### src/rtl/regfile_master_if.sv
// regfile_master_if
//   Bundles the request channel, the response channel and the register file
//   pins of regfile_master into one interface.
//
//   Request channel : req_valid, req_ready, req_write, req_addr, req_wdata
//   Response channel: rsp_valid, rsp_ready, rsp_rdata, rsp_err
//   Register file   : mem_wr_en, mem_rd_en, mem_address, mem_in_data,
//                     mem_out_data, mem_valid_out
//
//   Handshake rule for both channels: a transfer happens on a rising edge
//   where valid and ready are both 1. The producer holds valid and its
//   payload stable until that edge, and valid does not depend on ready.
//
//   modport master: the view taken by regfile_master.
//   modport slave : the opposite view (sequencer, consumer and register file).
interface regfile_master_if #(
  parameter int WIDTH   = 32,
  parameter int ADDRESS = 4
);
  logic               req_valid;
  logic               req_ready;
  logic               req_write;
  logic [ADDRESS-1:0] req_addr;
  logic [WIDTH-1:0]   req_wdata;

  logic               rsp_valid;
  logic               rsp_ready;
  logic [WIDTH-1:0]   rsp_rdata;
  logic               rsp_err;

  logic               mem_wr_en;
  logic               mem_rd_en;
  logic [ADDRESS-1:0] mem_address;
  logic [WIDTH-1:0]   mem_in_data;
  logic [WIDTH-1:0]   mem_out_data;
  logic               mem_valid_out;

  modport master (
    input  req_valid, req_write, req_addr, req_wdata,
    input  rsp_ready,
    input  mem_out_data, mem_valid_out,
    output req_ready,
    output rsp_valid, rsp_rdata, rsp_err,
    output mem_wr_en, mem_rd_en, mem_address, mem_in_data
  );

  modport slave (
    output req_valid, req_write, req_addr, req_wdata,
    output rsp_ready,
    output mem_out_data, mem_valid_out,
    input  req_ready,
    input  rsp_valid, rsp_rdata, rsp_err,
    input  mem_wr_en, mem_rd_en, mem_address, mem_in_data
  );
endinterface

### src/rtl/regfile_master.sv
// regfile_master
//   Initiator for the on-chip register file. Takes one read or write request
//   at a time, drives the register file pins for exactly one cycle per
//   access, captures the registered read data and returns one response.
//
// Ports
//   clk         : rising-edge clock
//   rst         : asynchronous active-high reset
//   bus         : regfile_master_if.master (request, response, register file)
//   o_dbg_state : current FSM state (IDLE=0, WR=1, RD=2, CAP=3, RSP=4)
//
// Build option
//   REGFILE_MASTER_WR_VERIFY_EN : when defined, every write is followed by a
//   readback of the same address; the response carries the read-back data
//   and flags an error if it differs from the written data.
//
// Every output is a register. The output process computes the value each
// output register takes on the next edge, from the current state and inputs.
module regfile_master #(
  parameter int WIDTH   = 32,
  parameter int ADDRESS = 4
) (
  input  logic                   clk,
  input  logic                   rst,
  regfile_master_if.master       bus,
  output logic [2:0]             o_dbg_state
);

  typedef enum logic [2:0] {
    S_IDLE = 3'd0,
    S_WR   = 3'd1,
    S_RD   = 3'd2,
    S_CAP  = 3'd3,
    S_RSP  = 3'd4
  } state_t;

  state_t             r_state;
  state_t             w_next;

  logic               r_req_ready,   w_req_ready;
  logic               r_rsp_valid,   w_rsp_valid;
  logic [WIDTH-1:0]   r_rsp_rdata,   w_rsp_rdata;
  logic               r_rsp_err,     w_rsp_err;
  logic               r_mem_wr_en,   w_mem_wr_en;
  logic               r_mem_rd_en,   w_mem_rd_en;
  logic [ADDRESS-1:0] r_mem_address, w_mem_address;
  logic [WIDTH-1:0]   r_mem_in_data, w_mem_in_data;
`ifdef REGFILE_MASTER_WR_VERIFY_EN
  // Tells CAP whether it is finishing a read or a write readback.
  logic               r_is_write,    w_is_write;
`endif

  logic               w_req_fire;
  logic               w_rsp_fire;

  assign w_req_fire = r_req_ready & bus.req_valid;
  assign w_rsp_fire = r_rsp_valid & bus.rsp_ready;

  // State register
  always_ff @(posedge clk or posedge rst) begin
    if (rst) begin
      r_state <= S_IDLE;
    end else begin
      r_state <= w_next;
    end
  end

  // Next-state logic
  always_comb begin
    w_next = r_state;
    case (r_state)
      S_IDLE: if (w_req_fire) w_next = bus.req_write ? S_WR : S_RD;
`ifdef REGFILE_MASTER_WR_VERIFY_EN
      S_WR:   w_next = S_RD;
`else
      S_WR:   w_next = S_RSP;
`endif
      S_RD:   w_next = S_CAP;
      S_CAP:  w_next = S_RSP;
      S_RSP:  if (w_rsp_fire) w_next = S_IDLE;
      default: w_next = S_IDLE;
    endcase
  end

  // Output logic: next values of the output registers.
  always_comb begin
    w_rsp_valid   = r_rsp_valid;
    w_rsp_rdata   = r_rsp_rdata;
    w_rsp_err     = r_rsp_err;
    w_mem_address = r_mem_address;
    w_mem_in_data = r_mem_in_data;
    w_mem_wr_en   = 1'b0;
    w_mem_rd_en   = 1'b0;
`ifdef REGFILE_MASTER_WR_VERIFY_EN
    w_is_write    = r_is_write;
`endif
    // Registered ready: it rises on the edge that enters IDLE, so it is
    // 0 while reset is held and rises one edge after release.
    w_req_ready   = (w_next == S_IDLE);
    case (r_state)
      S_IDLE: begin
        if (w_req_fire) begin
          w_mem_address = bus.req_addr;
`ifdef REGFILE_MASTER_WR_VERIFY_EN
          w_is_write    = bus.req_write;
`endif
          if (bus.req_write) begin
            w_mem_wr_en   = 1'b1;
            w_mem_in_data = bus.req_wdata;
          end else begin
            w_mem_rd_en   = 1'b1;
          end
        end
      end
      S_WR: begin
`ifdef REGFILE_MASTER_WR_VERIFY_EN
        // Readback of the address just written; mem_address is unchanged.
        w_mem_rd_en = 1'b1;
`else
        w_rsp_valid = 1'b1;
        w_rsp_rdata = '0;
        w_rsp_err   = 1'b0;
`endif
      end
      S_CAP: begin
        // mem_out_data was updated by the register file on the previous edge.
        w_rsp_valid = 1'b1;
        w_rsp_rdata = bus.mem_out_data;
`ifdef REGFILE_MASTER_WR_VERIFY_EN
        // mem_in_data still holds the write data of this request.
        if (r_is_write) begin
          w_rsp_err = (bus.mem_out_data != r_mem_in_data) | ~bus.mem_valid_out;
        end else begin
          w_rsp_err = ~bus.mem_valid_out;
        end
`else
        w_rsp_err   = ~bus.mem_valid_out;
`endif
      end
      S_RSP: begin
        if (w_rsp_fire) w_rsp_valid = 1'b0;
      end
      default: ;
    endcase
  end

  // Output registers
  always_ff @(posedge clk or posedge rst) begin
    if (rst) begin
      r_req_ready   <= 1'b0;
      r_rsp_valid   <= 1'b0;
      r_rsp_rdata   <= '0;
      r_rsp_err     <= 1'b0;
      r_mem_wr_en   <= 1'b0;
      r_mem_rd_en   <= 1'b0;
      r_mem_address <= '0;
      r_mem_in_data <= '0;
`ifdef REGFILE_MASTER_WR_VERIFY_EN
      r_is_write    <= 1'b0;
`endif
    end else begin
      r_req_ready   <= w_req_ready;
      r_rsp_valid   <= w_rsp_valid;
      r_rsp_rdata   <= w_rsp_rdata;
      r_rsp_err     <= w_rsp_err;
      r_mem_wr_en   <= w_mem_wr_en;
      r_mem_rd_en   <= w_mem_rd_en;
      r_mem_address <= w_mem_address;
      r_mem_in_data <= w_mem_in_data;
`ifdef REGFILE_MASTER_WR_VERIFY_EN
      r_is_write    <= w_is_write;
`endif
    end
  end

  assign bus.req_ready   = r_req_ready;
  assign bus.rsp_valid   = r_rsp_valid;
  assign bus.rsp_rdata   = r_rsp_rdata;
  assign bus.rsp_err     = r_rsp_err;
  assign bus.mem_wr_en   = r_mem_wr_en;
  assign bus.mem_rd_en   = r_mem_rd_en;
  assign bus.mem_address = r_mem_address;
  assign bus.mem_in_data = r_mem_in_data;
  assign o_dbg_state     = r_state;

endmodule

### src/flat_wrapper.sv
// flat-port wrapper written by rule: the top's interface ports become plain ports
module regfile_master_flat 
#(
  parameter int WIDTH   = 32,
  parameter int ADDRESS = 4
)
  (clk, rst, o_dbg_state, bus_req_valid, bus_req_write, bus_req_addr, bus_req_wdata, bus_rsp_ready, bus_mem_out_data, bus_mem_valid_out, bus_req_ready, bus_rsp_valid, bus_rsp_rdata, bus_rsp_err, bus_mem_wr_en, bus_mem_rd_en, bus_mem_address, bus_mem_in_data);
  regfile_master_if #(.WIDTH(WIDTH), .ADDRESS(ADDRESS)) bus_i ();
  input  logic clk;
  input  logic rst;
  output logic [2:0] o_dbg_state;
  input wire logic [$bits(bus_i.req_valid)-1:0] bus_req_valid;
  input wire logic [$bits(bus_i.req_write)-1:0] bus_req_write;
  input wire logic [$bits(bus_i.req_addr)-1:0] bus_req_addr;
  input wire logic [$bits(bus_i.req_wdata)-1:0] bus_req_wdata;
  input wire logic [$bits(bus_i.rsp_ready)-1:0] bus_rsp_ready;
  input wire logic [$bits(bus_i.mem_out_data)-1:0] bus_mem_out_data;
  input wire logic [$bits(bus_i.mem_valid_out)-1:0] bus_mem_valid_out;
  output wire logic [$bits(bus_i.req_ready)-1:0] bus_req_ready;
  output wire logic [$bits(bus_i.rsp_valid)-1:0] bus_rsp_valid;
  output wire logic [$bits(bus_i.rsp_rdata)-1:0] bus_rsp_rdata;
  output wire logic [$bits(bus_i.rsp_err)-1:0] bus_rsp_err;
  output wire logic [$bits(bus_i.mem_wr_en)-1:0] bus_mem_wr_en;
  output wire logic [$bits(bus_i.mem_rd_en)-1:0] bus_mem_rd_en;
  output wire logic [$bits(bus_i.mem_address)-1:0] bus_mem_address;
  output wire logic [$bits(bus_i.mem_in_data)-1:0] bus_mem_in_data;
  assign bus_i.req_valid = bus_req_valid;
  assign bus_i.req_write = bus_req_write;
  assign bus_i.req_addr = bus_req_addr;
  assign bus_i.req_wdata = bus_req_wdata;
  assign bus_i.rsp_ready = bus_rsp_ready;
  assign bus_i.mem_out_data = bus_mem_out_data;
  assign bus_i.mem_valid_out = bus_mem_valid_out;
  assign bus_req_ready = bus_i.req_ready;
  assign bus_rsp_valid = bus_i.rsp_valid;
  assign bus_rsp_rdata = bus_i.rsp_rdata;
  assign bus_rsp_err = bus_i.rsp_err;
  assign bus_mem_wr_en = bus_i.mem_wr_en;
  assign bus_mem_rd_en = bus_i.mem_rd_en;
  assign bus_mem_address = bus_i.mem_address;
  assign bus_mem_in_data = bus_i.mem_in_data;
  regfile_master #(.WIDTH(WIDTH), .ADDRESS(ADDRESS)) u_core (.clk(clk), .rst(rst), .bus(bus_i), .o_dbg_state(o_dbg_state));
endmodule
### config.mk
export PLATFORM = sky130hd
export DESIGN_NAME = regfile_master_flat
export DESIGN_NICKNAME = d
export VERILOG_FILES = /design/src/rtl/regfile_master_if.sv /design/src/rtl/regfile_master.sv /design/src/flat_wrapper.sv
export SDC_FILE = /design/constraint.sdc
export NUM_CORES = 1
export LEC_CHECK = 0
export ABC_CLOCK_PERIOD_IN_PS = 4100
export CAP_MARGIN = 10
export CORE_UTILIZATION = 31
export CTS_BUF_LIST = sky130_fd_sc_hd__clkbuf_4 sky130_fd_sc_hd__clkbuf_8
export DETAILED_ROUTE_END_ITERATION = 12
export GPL_TIMING_DRIVEN = 0
export SYNTH_ARGS = -nofsm -noshare
export SYNTH_HDL_FRONTEND = slang
export SYNTH_SLANG_ARGS = --single-unit
### constraint.sdc
create_clock -name clk -period 4.1 [get_ports clk]
set_input_delay 0.82 -clock clk [delete_from_list [all_inputs] [get_ports clk]]
set_output_delay 0.82 -clock clk [all_outputs]
set_load 0.02 [all_outputs]
==> metrics.md, run 1 <==
| Metric | Value |
|---|---|
| Die H | approximately 100 µm |
| Post-route ant nets | 0 |
| Total of warnings raised by yosys | 0 |
| Critical path arrival | between 2 and 3 ns |
| Core Util, Final | 0.515 |
| Setup ws final | between 1.5 and 2 ns |
| WHS Endpoint | u_core.bus.rsp_rdata[6]$_DFFE_PP0P_ |
| R2R depth | 5 |
| Total gr overflow | 0 |
| Vias in the first global route | ~2,400 |
| Core area | 9680 µm² |
| Share of layout cells above drive strength 1 | 0.152 |
| Routability Congestion | around 0.67 |
| Reg2reg start | u_core.o_dbg_state[2]$_DFF_PP0_ |
| RSZ-0062 raised after global routing | no |
| H-Tree Depth | 3 |
| VDD IR-drop max | roughly 0.0003 V |
| Largest net degree at the start of global routing | 67 |
| Critical Path Slowest Stage Cell | clkdlybuf4s50_1 |
| Seq/Total Area, Yosys | 0.618 |
| Relative slew slack | 0.669 |
| Max Cap Viol | 0 |
| Postcts setup bufs | 0 |
| CTS buffer count | 9 |
| Antenna Cells | 0 |
| Starting DRT DRC Count | 63 |
| CP Max Fanout | 10 |
| # hold bufs at CTS | 0 |
| Routed len/inst | 13.9 µm |
| Die ar. | just over 10,000 µm² |
| PwrDens | roughly 770 nW/µm² |
| Mapped Area | between 3000 and 4000 µm² |
| Outcome | finished clean |
| Commonest non-fill, non-tap cell in the layout | clkdlybuf4s50_1 |
| Post-synth EDFFs | 0 |
| IO Pins | 150 |
| Setup CP Type | input port to flop |
| Vias | ~2,400 |
| Reg2Reg Setup Slack | 2.31 ns |
| Leakage | between 2 and 2.5 nW |
| CTS tree | done |
| Final hold vios | 0 |
| Flip-flop and latch count after synthesis | 76 |
| Synth top area cells | dfrtp_1, mux2_4, nand2_1 |
| Worst hold stages | 2 |
| Min cycle time layout | approximately 2.3 ns |
| Post-Layout Cell Count | between 500 and 600 |
| Post-cts gate resize count | 0 |
| Post-synthesis average cell area | roughly 12 µm² |
| Fmax | around 430 MHz |
| Period utilisation layout | 0.564 |
| Final setup fails | 0 |
| Max incr delay on CP | ~0.52 ns |
| Req. time, crit path | approximately 4.3 ns |
| Synth Instances | 248 |
| Critical R2R Capture | u_core.bus.mem_in_data[25]$_DFFE_PP0P_ |
| Initial core utilization | 0.318 |
| Async SR Flop Fraction | 1.00 |
| Startpoint types | input port |
| Row cnt | 36 |
| Most used flip-flop cell after synthesis | dfrtp_1 |
| Worst-Margin Slew | 0.497 ns |
| CP Cell Sequence | clkdlybuf4s50_1 -> nor4bb_2 -> and3b_1 -> buf_6 -> buf_12 -> mux2_4 |
| Clock transition at the registers of the reported paths | around 0.070 ns |
| Clk_skew | 0.00766 ns |
| First-pass GRT wire length | between 10,000 and 15,000 µm |
| Post-DR vias/cell | between 4 and 5 |
| Die width | about 100 µm |
| Fin nets | around 480 |
| Placed Cells | between 500 and 600 |
| Port bufs | ~150 |
| Fin Hold WS | approximately 0.48 ns |
| Detail Placement HPWL | between 5000 and 6000 µm |
| CTS sink count | 76 |
| Setup crit end kind | flop |
| Fillers | roughly 890 |
| DRT Pass-1 Iters | 4 |
| Routed WL | around 7600 µm |
| Synth cell types | 23 |
| Largest area contributor in the netlist | dfrtp_1 |
| Synth top area share | 0.618 |
| Final Total Pwr | between 0.003 and 0.004 W |
| CTS Buffer Depth | 2 |
| DRC Markers | 0 |
| Initial antenna violation count | 0 |
| GRT Util Overall | 0.150 |
| Commonest non-fill, non-tap cells in the layout | clkdlybuf4s50_1, dfrtp_1, nand2_1 |
| Clock Latency Late Sink | between 0.3 and 0.4 ns |
| Worst min path class | flop to flop |
| Slew Limit Fails | 0 |
| Root buffer cell | clkbuf_8 |
| Dpl ws | ~1.4 ns |
| Syn Nets | ~320 |
| Hold Crit Start | u_core.bus.rsp_rdata[6]$_DFFE_PP0P_ |
| Area added between synthesis and finish | 62.0% |
power by group:
part	switching, W	internal [W]	leakage (nW)
Sequential	0.000191	0.00108	0.969
Combinational	0.000919	0.00101	1.03
Clock	0.000269	0.000364	0.115
flip-flops by register name (all words and copies together) (netlist names):
name,cells
u_core.o_dbg_state,3
u_core.bus.req_ready,1
u_core.bus.rsp_valid,1
u_core.bus.rsp_err,1
u_core.bus.mem_address,4
u_core.bus.mem_rd_en,1
u_core.bus.rsp_rdata,32
u_core.bus.mem_wr_en,1
u_core.bus.mem_in_data,32
critical path, delay by kind of cell:
| kind | cells | cell delay, ns |
|---|---|---|
| AND/OR/NAND/NOR | 2 | 0.57 |
| multiplexers | 1 | 0.30 |
| buffers and inverters | 3 | 0.83 |
metrics by stage:
stage               setup TNS, ns  area, µm²
floorplan                       0       3080
CTS                             0       4990
global placement            -2.34       4740
detailed placement              0       4770
finish                          0       4990
global route                    0       4990
synth_stat cells (2+ instances only):
cell	n
buf_12	3
buf_2	2
clkbuf_1	9
dfrtp_1	76
mux2_2	7
mux2_4	29
nand2_1	69
nand2b_1	2
nor2_1	4
nor2b_1	2
o21ai_0	33
worst max-delay path by stage:
| stage | start | slack (ns) | cells past startpoint | endpoint |
|---|---|---|---|---|
| 2_1_floorplan | rst | 1.34 | 1 | u_core.bus.mem_address[0]$_DFFE_PP0P_ |
| 3_3_place_gp | rst | -0.04 | 2 | u_core.bus.rsp_valid$_DFFE_PP0P_ |
| 3_5_place_dp | bus_req_valid | 1.42 | 6 | u_core.bus.mem_in_data[12]$_DFFE_PP0P_ |
| 4_1_cts | u_core.o_dbg_state[0]$_DFF_PP0_ | 1.76 | 1 | o_dbg_state[0] |
| 5_1_grt | bus_req_valid | 1.71 | 6 | u_core.bus.mem_in_data[25]$_DFFE_PP0P_ |
| 6_report | bus_req_valid | 1.79 | 6 | u_core.bus.mem_in_data[25]$_DFFE_PP0P_ |
kinds of logic after synthesis:
kind of cell	after synthesis	share of synthesized area
buffers and inverters	16	0.0386
AOI/OAI and AO/OA	38	0.0659
and+or+nand+nor	82	0.111
DFF	76	0.618
muxes	36	0.167
area by class of cell:
| type | count | area [µm²] | area share |
|---|---|---|---|
| inverter | 1 | 6.26 | 0.00125 |
| multi-input combinational | 156 | 1060 | 0.212 |
| buffer | 15 | 115 | 0.0231 |
| timing repair buffer | 150 | 1520 | 0.305 |
| sequential | 76 | 1900 | 0.381 |
| clock buffer | 12 | 146 | 0.0294 |
| clock inverter | 4 | 73.8 | 0.0148 |
| tap | 133 | 166 | 0.0334 |
per-layer routing:
layer | track usage | share of wire
met3 | 0.0407 | 0.080
met2 | 0.245 | 0.47
met1 | 0.187 | 0.44
met4 | 0.0624 | 0.015
met5 | 0 | 0
Power figures use the tool's default switching activity.
==> run 2, diff against run 1 <==
--- a/config.mk
+++ b/config.mk
@@ -5,7 +5,7 @@
 export SDC_FILE = /design/constraint.sdc
 export NUM_CORES = 1
 export LEC_CHECK = 0
-export ABC_CLOCK_PERIOD_IN_PS = 4100
+export ABC_CLOCK_PERIOD_IN_PS = 2400
 export CAP_MARGIN = 10
 export CORE_UTILIZATION = 31
 export CTS_BUF_LIST = sky130_fd_sc_hd__clkbuf_4 sky130_fd_sc_hd__clkbuf_8
==> constraint.sdc (replaced) <==
create_clock -name clk -period 2.4 [get_ports clk]
set_input_delay 0.48 -clock clk [delete_from_list [all_inputs] [get_ports clk]]
set_output_delay 0.48 -clock clk [all_outputs]
set_load 0.02 [all_outputs]
==> metrics.md, run 2 (synthesized netlist as in run 1, its figures left out) <==
| Metric | Value |
|---|---|
| GRT Util Overall | 0.151 (+0.00121) |
| Commonest non-fill, non-tap cell in the layout | clkdlybuf4s50_1 |
| Final Total Pwr | 0.00652 W (+70%) |
| Total gr overflow | 0 (unchanged) |
| Crit. path cell count | 1 (-5) |
| Initial core utilization | 0.318 (unchanged) |
| Initial antenna violation count | 0 (unchanged) |
| Commonest non-fill, non-tap cells in the layout | clkdlybuf4s50_1, dfrtp_1, nand2_1 |
| Placement Cell Area | 4760 µm² (-0.13%) |
| Uppermost layer routed | met4 |
| DRT Pass-1 Iters | 6 (+2) |
| WL met3 | 659 µm (+8.7%) |
| Leakage | 2.09 nW (-0.80%) |
| # hold bufs at CTS | 0 (unchanged) |
| Fmax | just over 500 MHz |
| Final setup fails | 0 (unchanged) |
| H-Tree Depth | 3 (unchanged) |
| Worst min path class | flop to flop |
| Met1 wire length | 3270 µm (-1.8%) |
| Die H | 102 µm (unchanged) |
| Setup CP Type | flop to output port |
| Post-Layout Cell Count | 546 (-0.18%) |
| Routed WL | 7610 µm (+0.24%) |
| Die width | 102 µm (unchanged) |
| Reg2reg start | u_core.o_dbg_state[2]$_DFF_PP0_ |
| Max Cap Viol | 0 (unchanged) |
| Fin nets | 483 (unchanged) |
| First-pass GRT wire length | 11,800 µm (about the same) |
| Post-cts gate resize count | 0 (unchanged) |
| Setup crit end kind | output port |
| Clock transition at the registers of the reported paths | 0.07 ns (about the same) |
| Critical Path Slowest Stage Cell | clkdlybuf4s50_1 |
| Critical path arrival | 1.49 ns (-1.04 ns) |
| Largest net degree at the start of global routing | 42 (-37%) |
| Final hold vios | 0 (unchanged) |
| Die ar. | 10,300 µm² (unchanged) |
| CTS tree | done |
| DRC Markers | 0 (unchanged) |
| CTS sink count | 76 (unchanged) |
| PwrDens | 1310 nW/µm² (+71%) |
| Post-route ant nets | 0 (unchanged) |
| Max incr delay on CP | 0.66 ns (+0.14 ns) |
| RSZ-0062 raised after global routing | no |
| Clock Latency Late Sink | 0.34 ns (about the same) |
| R2R depth | 5 (unchanged) |
| IO Pins | 150 (unchanged) |
| Fin Setup TNS | 0 ns (unchanged) |
| Clk_skew | 0.00782 ns (+0.000165 ns) |
| Vias | 2,400 (-0.58%) |
| Relative slew slack | 0.446 (-0.223) |
| Area added between synthesis and finish | 61.4% |
| Delay-heaviest family, CP | buffers and inverters |
| Min cycle time layout | approximately 2.0 ns |
| Met2 routed WL | 3600 µm (+1.6%) |
| Placed Cells | 531 (unchanged) |
| Period utilisation layout | 0.821 |
| CP Cell Sequence | clkdlybuf4s50_1 |
| Detail Placement HPWL | 5590 µm (+3.2%) |
| Worst-Margin Slew | 0.829 ns (+0.333 ns) |
| Starting DRT DRC Count | 66 (+4.8%) |
| Crit. Startpoint | u_core.o_dbg_state[0]$_DFF_PP0_ |
| Post-DR vias/cell | 4.40 (-0.40%) |
| Root buffer cell | clkbuf_8 |
| Antenna Cells | 0 (unchanged) |
| Port bufs | 149 (unchanged) |
| Share of layout cells above drive strength 1 | 0.150 (-0.00205) |
| Fillers | 899 (+1.2%) |
| Vias in the first global route | 2,342 (-2.6%) |
| Slew Limit Fails | 0 (unchanged) |
| Routability Congestion | 0.687 (+2.1%) |
| Outcome | finished clean |
| VDD IR-drop max | 0.000629 V (+110%) |
| Reg2Reg Setup Slack | 0.65 ns (-1.66 ns) |
| CP bufs+invs | 1 (-2) |
| CTS buffer count | 9 (unchanged) |
| CP Max Fanout | 7 (-3) |
| Critical R2R Capture | u_core.bus.mem_in_data[12]$_DFFE_PP0P_ |
| Row cnt | 36 (unchanged) |
| CTS Buffer Depth | 2 (unchanged) |
| Final instance area | 4970 µm² (-0.35%) |
| Core area | 9680 µm² (unchanged) |
| Postcts setup bufs | 0 (unchanged) |
| Setup crit end | o_dbg_state[0] |
| Req. time, crit path | 1.92 ns (-2.40 ns) |
| Routed len/inst | 13.9 µm (+0.42%) |
| Startpoint types | flop |
-- run 2: final cells by class --
| type | count | area, µm² | share of cell area |
|---|---|---|---|
| Multi-Input combinational cell | 156 | 1060 | 0.213 |
| Inverter | 1 | 7.51 | 0.00151 |
| Clock inverter | 5 | 77.6 | 0.0156 |
| Tap cell | 133 | 166 | 0.0335 |
| Buffer | 15 | 115 | 0.0232 |
| Sequential cell | 76 | 1900 | 0.383 |
| Timing Repair Buffer | 150 | 1510 | 0.304 |
| Clock buffer | 10 | 131 | 0.0264 |
-- run 2: metrics by stage --
step / hold slack (ns) / setup WS (ns) / util
after CTS: 0.486 / 0.403 / 0.513
after global routing: 0.516 / 0.344 / 0.513
after detailed placement: 0.470 / 0.0976 / 0.491
after floorplan: 0.546 / 0.717 / -
final: 0.478 / 0.430 / 0.513
after global placement: 0.463 / 0.0989 / 0.489
-- run 2: worst min-delay path by stage --
stage | to | depth (start not counted) | start
floorplan | u_core.bus.mem_rd_en$_DFF_PP0_ | 1 | bus_req_write
global placement | u_core.bus.rsp_rdata[16]$_DFFE_PP0P_ | 2 | u_core.bus.rsp_rdata[16]$_DFFE_PP0P_
detailed placement | u_core.bus.rsp_rdata[16]$_DFFE_PP0P_ | 2 | u_core.bus.rsp_rdata[16]$_DFFE_PP0P_
CTS | u_core.bus.rsp_rdata[10]$_DFFE_PP0P_ | 2 | u_core.bus.rsp_rdata[10]$_DFFE_PP0P_
global route | u_core.bus.rsp_rdata[0]$_DFFE_PP0P_ | 2 | u_core.bus.rsp_rdata[0]$_DFFE_PP0P_
finish | u_core.bus.rsp_rdata[16]$_DFFE_PP0P_ | 2 | u_core.bus.rsp_rdata[16]$_DFFE_PP0P_
-- run 2: report_power, final --
part           internal, W  switching (W)  leakage [nW]
Clock             0.000588       0.000455         0.106
Combinational      0.00173        0.00157          1.02
Sequential         0.00185       0.000333         0.969
-- run 2: worst reg2reg max path, stage by stage, from the launching register on --
cell and delay (ns):
dfrtp_1 0.47, nor4bb_2 0.32, and3b_1 0.22, buf_6 0.16, buf_12 0.16, mux2_4 0.31
-- run 2: layer usage --
layer / vias up / GRT usage
met5: - / 0
met4: 0 / 0.0535
met3: 8 / 0.0518
met2: 97 / 0.238
met1: 1149 / 0.194
li1: 1146 / -
==> run 3, diff against run 2 <==
--- a/config.mk
+++ b/config.mk
@@ -5,12 +5,13 @@
 export SDC_FILE = /design/constraint.sdc
 export NUM_CORES = 1
 export LEC_CHECK = 0
-export ABC_CLOCK_PERIOD_IN_PS = 2400
+export ABC_CLOCK_PERIOD_IN_PS = 1700
 export CAP_MARGIN = 10
 export CORE_UTILIZATION = 31
 export CTS_BUF_LIST = sky130_fd_sc_hd__clkbuf_4 sky130_fd_sc_hd__clkbuf_8
 export DETAILED_ROUTE_END_ITERATION = 12
 export GPL_TIMING_DRIVEN = 0
+export PLACE_DENSITY = 0.67
 export SYNTH_ARGS = -nofsm -noshare
 export SYNTH_HDL_FRONTEND = slang
 export SYNTH_SLANG_ARGS = --single-unit
==> constraint.sdc (replaced) <==
create_clock -name clk -period 1.7 [get_ports clk]
set_input_delay 0.34 -clock clk [delete_from_list [all_inputs] [get_ports clk]]
set_output_delay 0.34 -clock clk [all_outputs]
set_load 0.02 [all_outputs]
==> metrics.md, run 3 (synthesized netlist as in run 1, its figures left out) <==
| Metric | Value |
|---|---|
| Commonest non-fill, non-tap cells in the layout | clkdlybuf4s50_1, dfrtp_1, nand2_1 |
| Total gr overflow | 0 (unchanged) |
| Core area | 9680 µm² (unchanged) |
| RSZ-0062 raised after global routing | yes |
| Row cnt | 36 (unchanged) |
| Clk_skew | 0.0104 ns (+0.00261 ns) |
| Period utilisation layout | 0.983 |
| Vias | 2,393 (-0.29%) |
| Min cycle time layout | around 1.7 ns |
| P_int | 0.00581 W (+39%) |
| Final Total Pwr | 0.00916 W (+40%) |
| Setup CP Type | flop to flop |
| Sw power | 0.00334 W (+42%) |
| CTS buffer count | 9 (unchanged) |
| Worst min path class | flop to flop |
| Setup crit end kind | flop |
| Detail Placement HPWL | 5510 µm (-1.4%) |
| CTS Buffer Depth | 2 (unchanged) |
| GRT Util Overall | 0.148 (-0.00295) |
| Reg2Reg Setup Slack | 0.03 ns (-0.62 ns) |
| Routed WL | 7500 µm (-1.4%) |
| IO Pins | 150 (unchanged) |
| Critical path arrival | 1.89 ns (+0.40 ns) |
| Routability Congestion | 0.716 (+4.2%) |
| Die H | 102 µm (unchanged) |
| Req. time, crit path | 1.92 ns (about the same) |
| DRC Markers | 0 (unchanged) |
| Worst-Margin Slew | 0.847 ns (+0.0177 ns) |
| Worst hold stages | 2 (unchanged) |
| Initial core utilization | 0.318 (unchanged) |
| CTS sink count | 76 (unchanged) |
| Max Cap Viol | 0 (unchanged) |
| Initial antenna violation count | 0 (unchanged) |
| Fin Setup TNS | 0 ns (unchanged) |
| H-Tree Depth | 3 (unchanged) |
| Hold Crit Start | u_core.bus.rsp_rdata[9]$_DFFE_PP0P_ |
| R2R depth | 5 (unchanged) |
| Vias in the first global route | 2,378 (+1.5%) |
| Area added between synthesis and finish | 64.4% |
| Switch share | 0.365 (+0.00416) |
| Die ar. | 10,300 µm² (unchanged) |
| DRT Pass-1 Iters | 4 (-2) |
| Clock transition at the registers of the reported paths | 0.08 ns (about the same) |
| Largest net degree at the start of global routing | 40 (-4.8%) |
| CP Max Fanout | 10 (+3) |
| Post-DR vias/cell | 4.34 (-1.4%) |
| Routed len/inst | 13.6 µm (-2.5%) |
| Leakage | 2.41 nW (+15%) |
| Die width | 102 µm (unchanged) |
| Fmax | roughly 600 MHz |
| Sequential share of power | 0.332 (-0.003) |
| Final hold vios | 0 (unchanged) |
| CTS tree | done |
| WHS Endpoint | u_core.bus.rsp_rdata[9]$_DFFE_PP0P_ |
| Slew Limit Fails | 0 (unchanged) |
| Relative slew slack | 0.434 (-0.0118) |
| Final setup fails | 0 (unchanged) |
| Commonest non-fill, non-tap cell in the layout | clkdlybuf4s50_1 |
| Clock power share | 0.156 (-0.004) |
| Antenna Cells | 0 (unchanged) |
| Clock Latency Late Sink | 0.34 ns (about the same) |
| Logic pwr share | 0.512 (+0.007) |
| Starting DRT DRC Count | 69 (+4.5%) |
| Reg2reg start | u_core.o_dbg_state[2]$_DFF_PP0_ |
| Port bufs | 149 (unchanged) |
| First-pass GRT wire length | 11,700 µm (-0.59%) |
| Fin nets | 488 (+1.0%) |
| Startpoint types | flop |
| Post-route ant nets | 0 (unchanged) |
| Root buffer cell | clkbuf_8 |
| VDD IR-drop max | 0.000762 V (+21%) |
| Critical R2R Capture | u_core.bus.mem_in_data[15]$_DFFE_PP0P_ |
| PwrDens | 1810 nW/µm² (+38%) |
| Outcome | finished clean |
| Share of layout cells above drive strength 1 | 0.172 (+0.0217) |
[run 3: changes by cell type in the layout (fill, tap and decap cells not counted), moves of 2 or more]
cell,delta
clkbuf_2,+2
dfrtp_2,+2
dfrtp_1,-2
dlymetal6s2s_1,+19
clkbuf_8,+2
dlygate4sd2_1,+6
buf_4,+5
clkdlybuf4s50_1,-25
clkbuf_1,-2
[run 3: metrics by stage]
step	util	setup slack, ns	instances	instance area (µm²)	hold slack (ns)
floorplan	-	0.0169	248	3080	0.406
global placement	0.489	-0.422	530	4740	0.463
detailed placement	0.491	-0.502	531	4760	0.470
CTS	0.516	0.00174	550	5000	0.484
global route	0.523	-0.0561	552	5060	0.505
finish	0.523	0.0294	552	5060	0.473
[run 3: timing repair]
item	in CTS	in global routing
endpoints found under the setup margin	40	60
pin swaps	1	1
endpoints found under the hold margin	0	0
hold buffers	0	0
buffers inserted	3	2
resized for setup	9	23
[run 3: metal layers]
layer  wire (µm)  track usage  up-vias
met1        3250        0.188     1140
met2        3600        0.238       85
li1            -            -     1158
met5           0            0        -
met3         550       0.0428       10
met4          99       0.0602        0
[run 3: power groups by stage]
stage          sequential, W  clock (W)  combinational (W)
4_1_cts              0.00307    0.00150            0.00476
3_5_place_dp         0.00310          0            0.00471
5_1_grt              0.00314    0.00156            0.00502
2_1_floorplan        0.00408          0            0.00152
3_3_place_gp         0.00309          0            0.00466
6_report             0.00304    0.00143            0.00469
[run 3: worst max-delay path by stage]
stage | from | endpoint | depth (start not counted)
6_report | u_core.o_dbg_state[2]$_DFF_PP0_ | u_core.bus.mem_in_data[15]$_DFFE_PP0P_ | 5
5_1_grt | u_core.o_dbg_state[2]$_DFF_PP0_ | u_core.bus.mem_in_data[8]$_DFFE_PP0P_ | 5
4_1_cts | u_core.bus.rsp_rdata[5]$_DFFE_PP0P_ | bus_rsp_rdata[5] | 1
3_5_place_dp | bus_req_valid | u_core.bus.mem_in_data[15]$_DFFE_PP0P_ | 6
3_3_place_gp | bus_req_valid | u_core.bus.mem_in_data[13]$_DFFE_PP0P_ | 6
2_1_floorplan | u_core.o_dbg_state[2]$_DFF_PP0_ | u_core.bus.mem_in_data[10]$_DFFE_PP0P_ | 5
[run 3: worst max-delay path, cell delays in order, from the launching register on]
cell	delay (ns)
dfrtp_2	0.44
nor4bb_4	0.30
and3b_1	0.21
buf_6	0.15
buf_12	0.15
mux2_4	0.30
[run 3: cell type report]
class | count | area (µm²)
Multi-Input combinational cell | 156 | 1070
Clock buffer | 11 | 151
Clock inverter | 5 | 58.8
Tap cell | 133 | 166
Fill cell | 885 | 4620
Buffer | 15 | 118
Sequential cell | 76 | 1900
Inverter | 1 | 7.51
Timing Repair Buffer | 155 | 1590
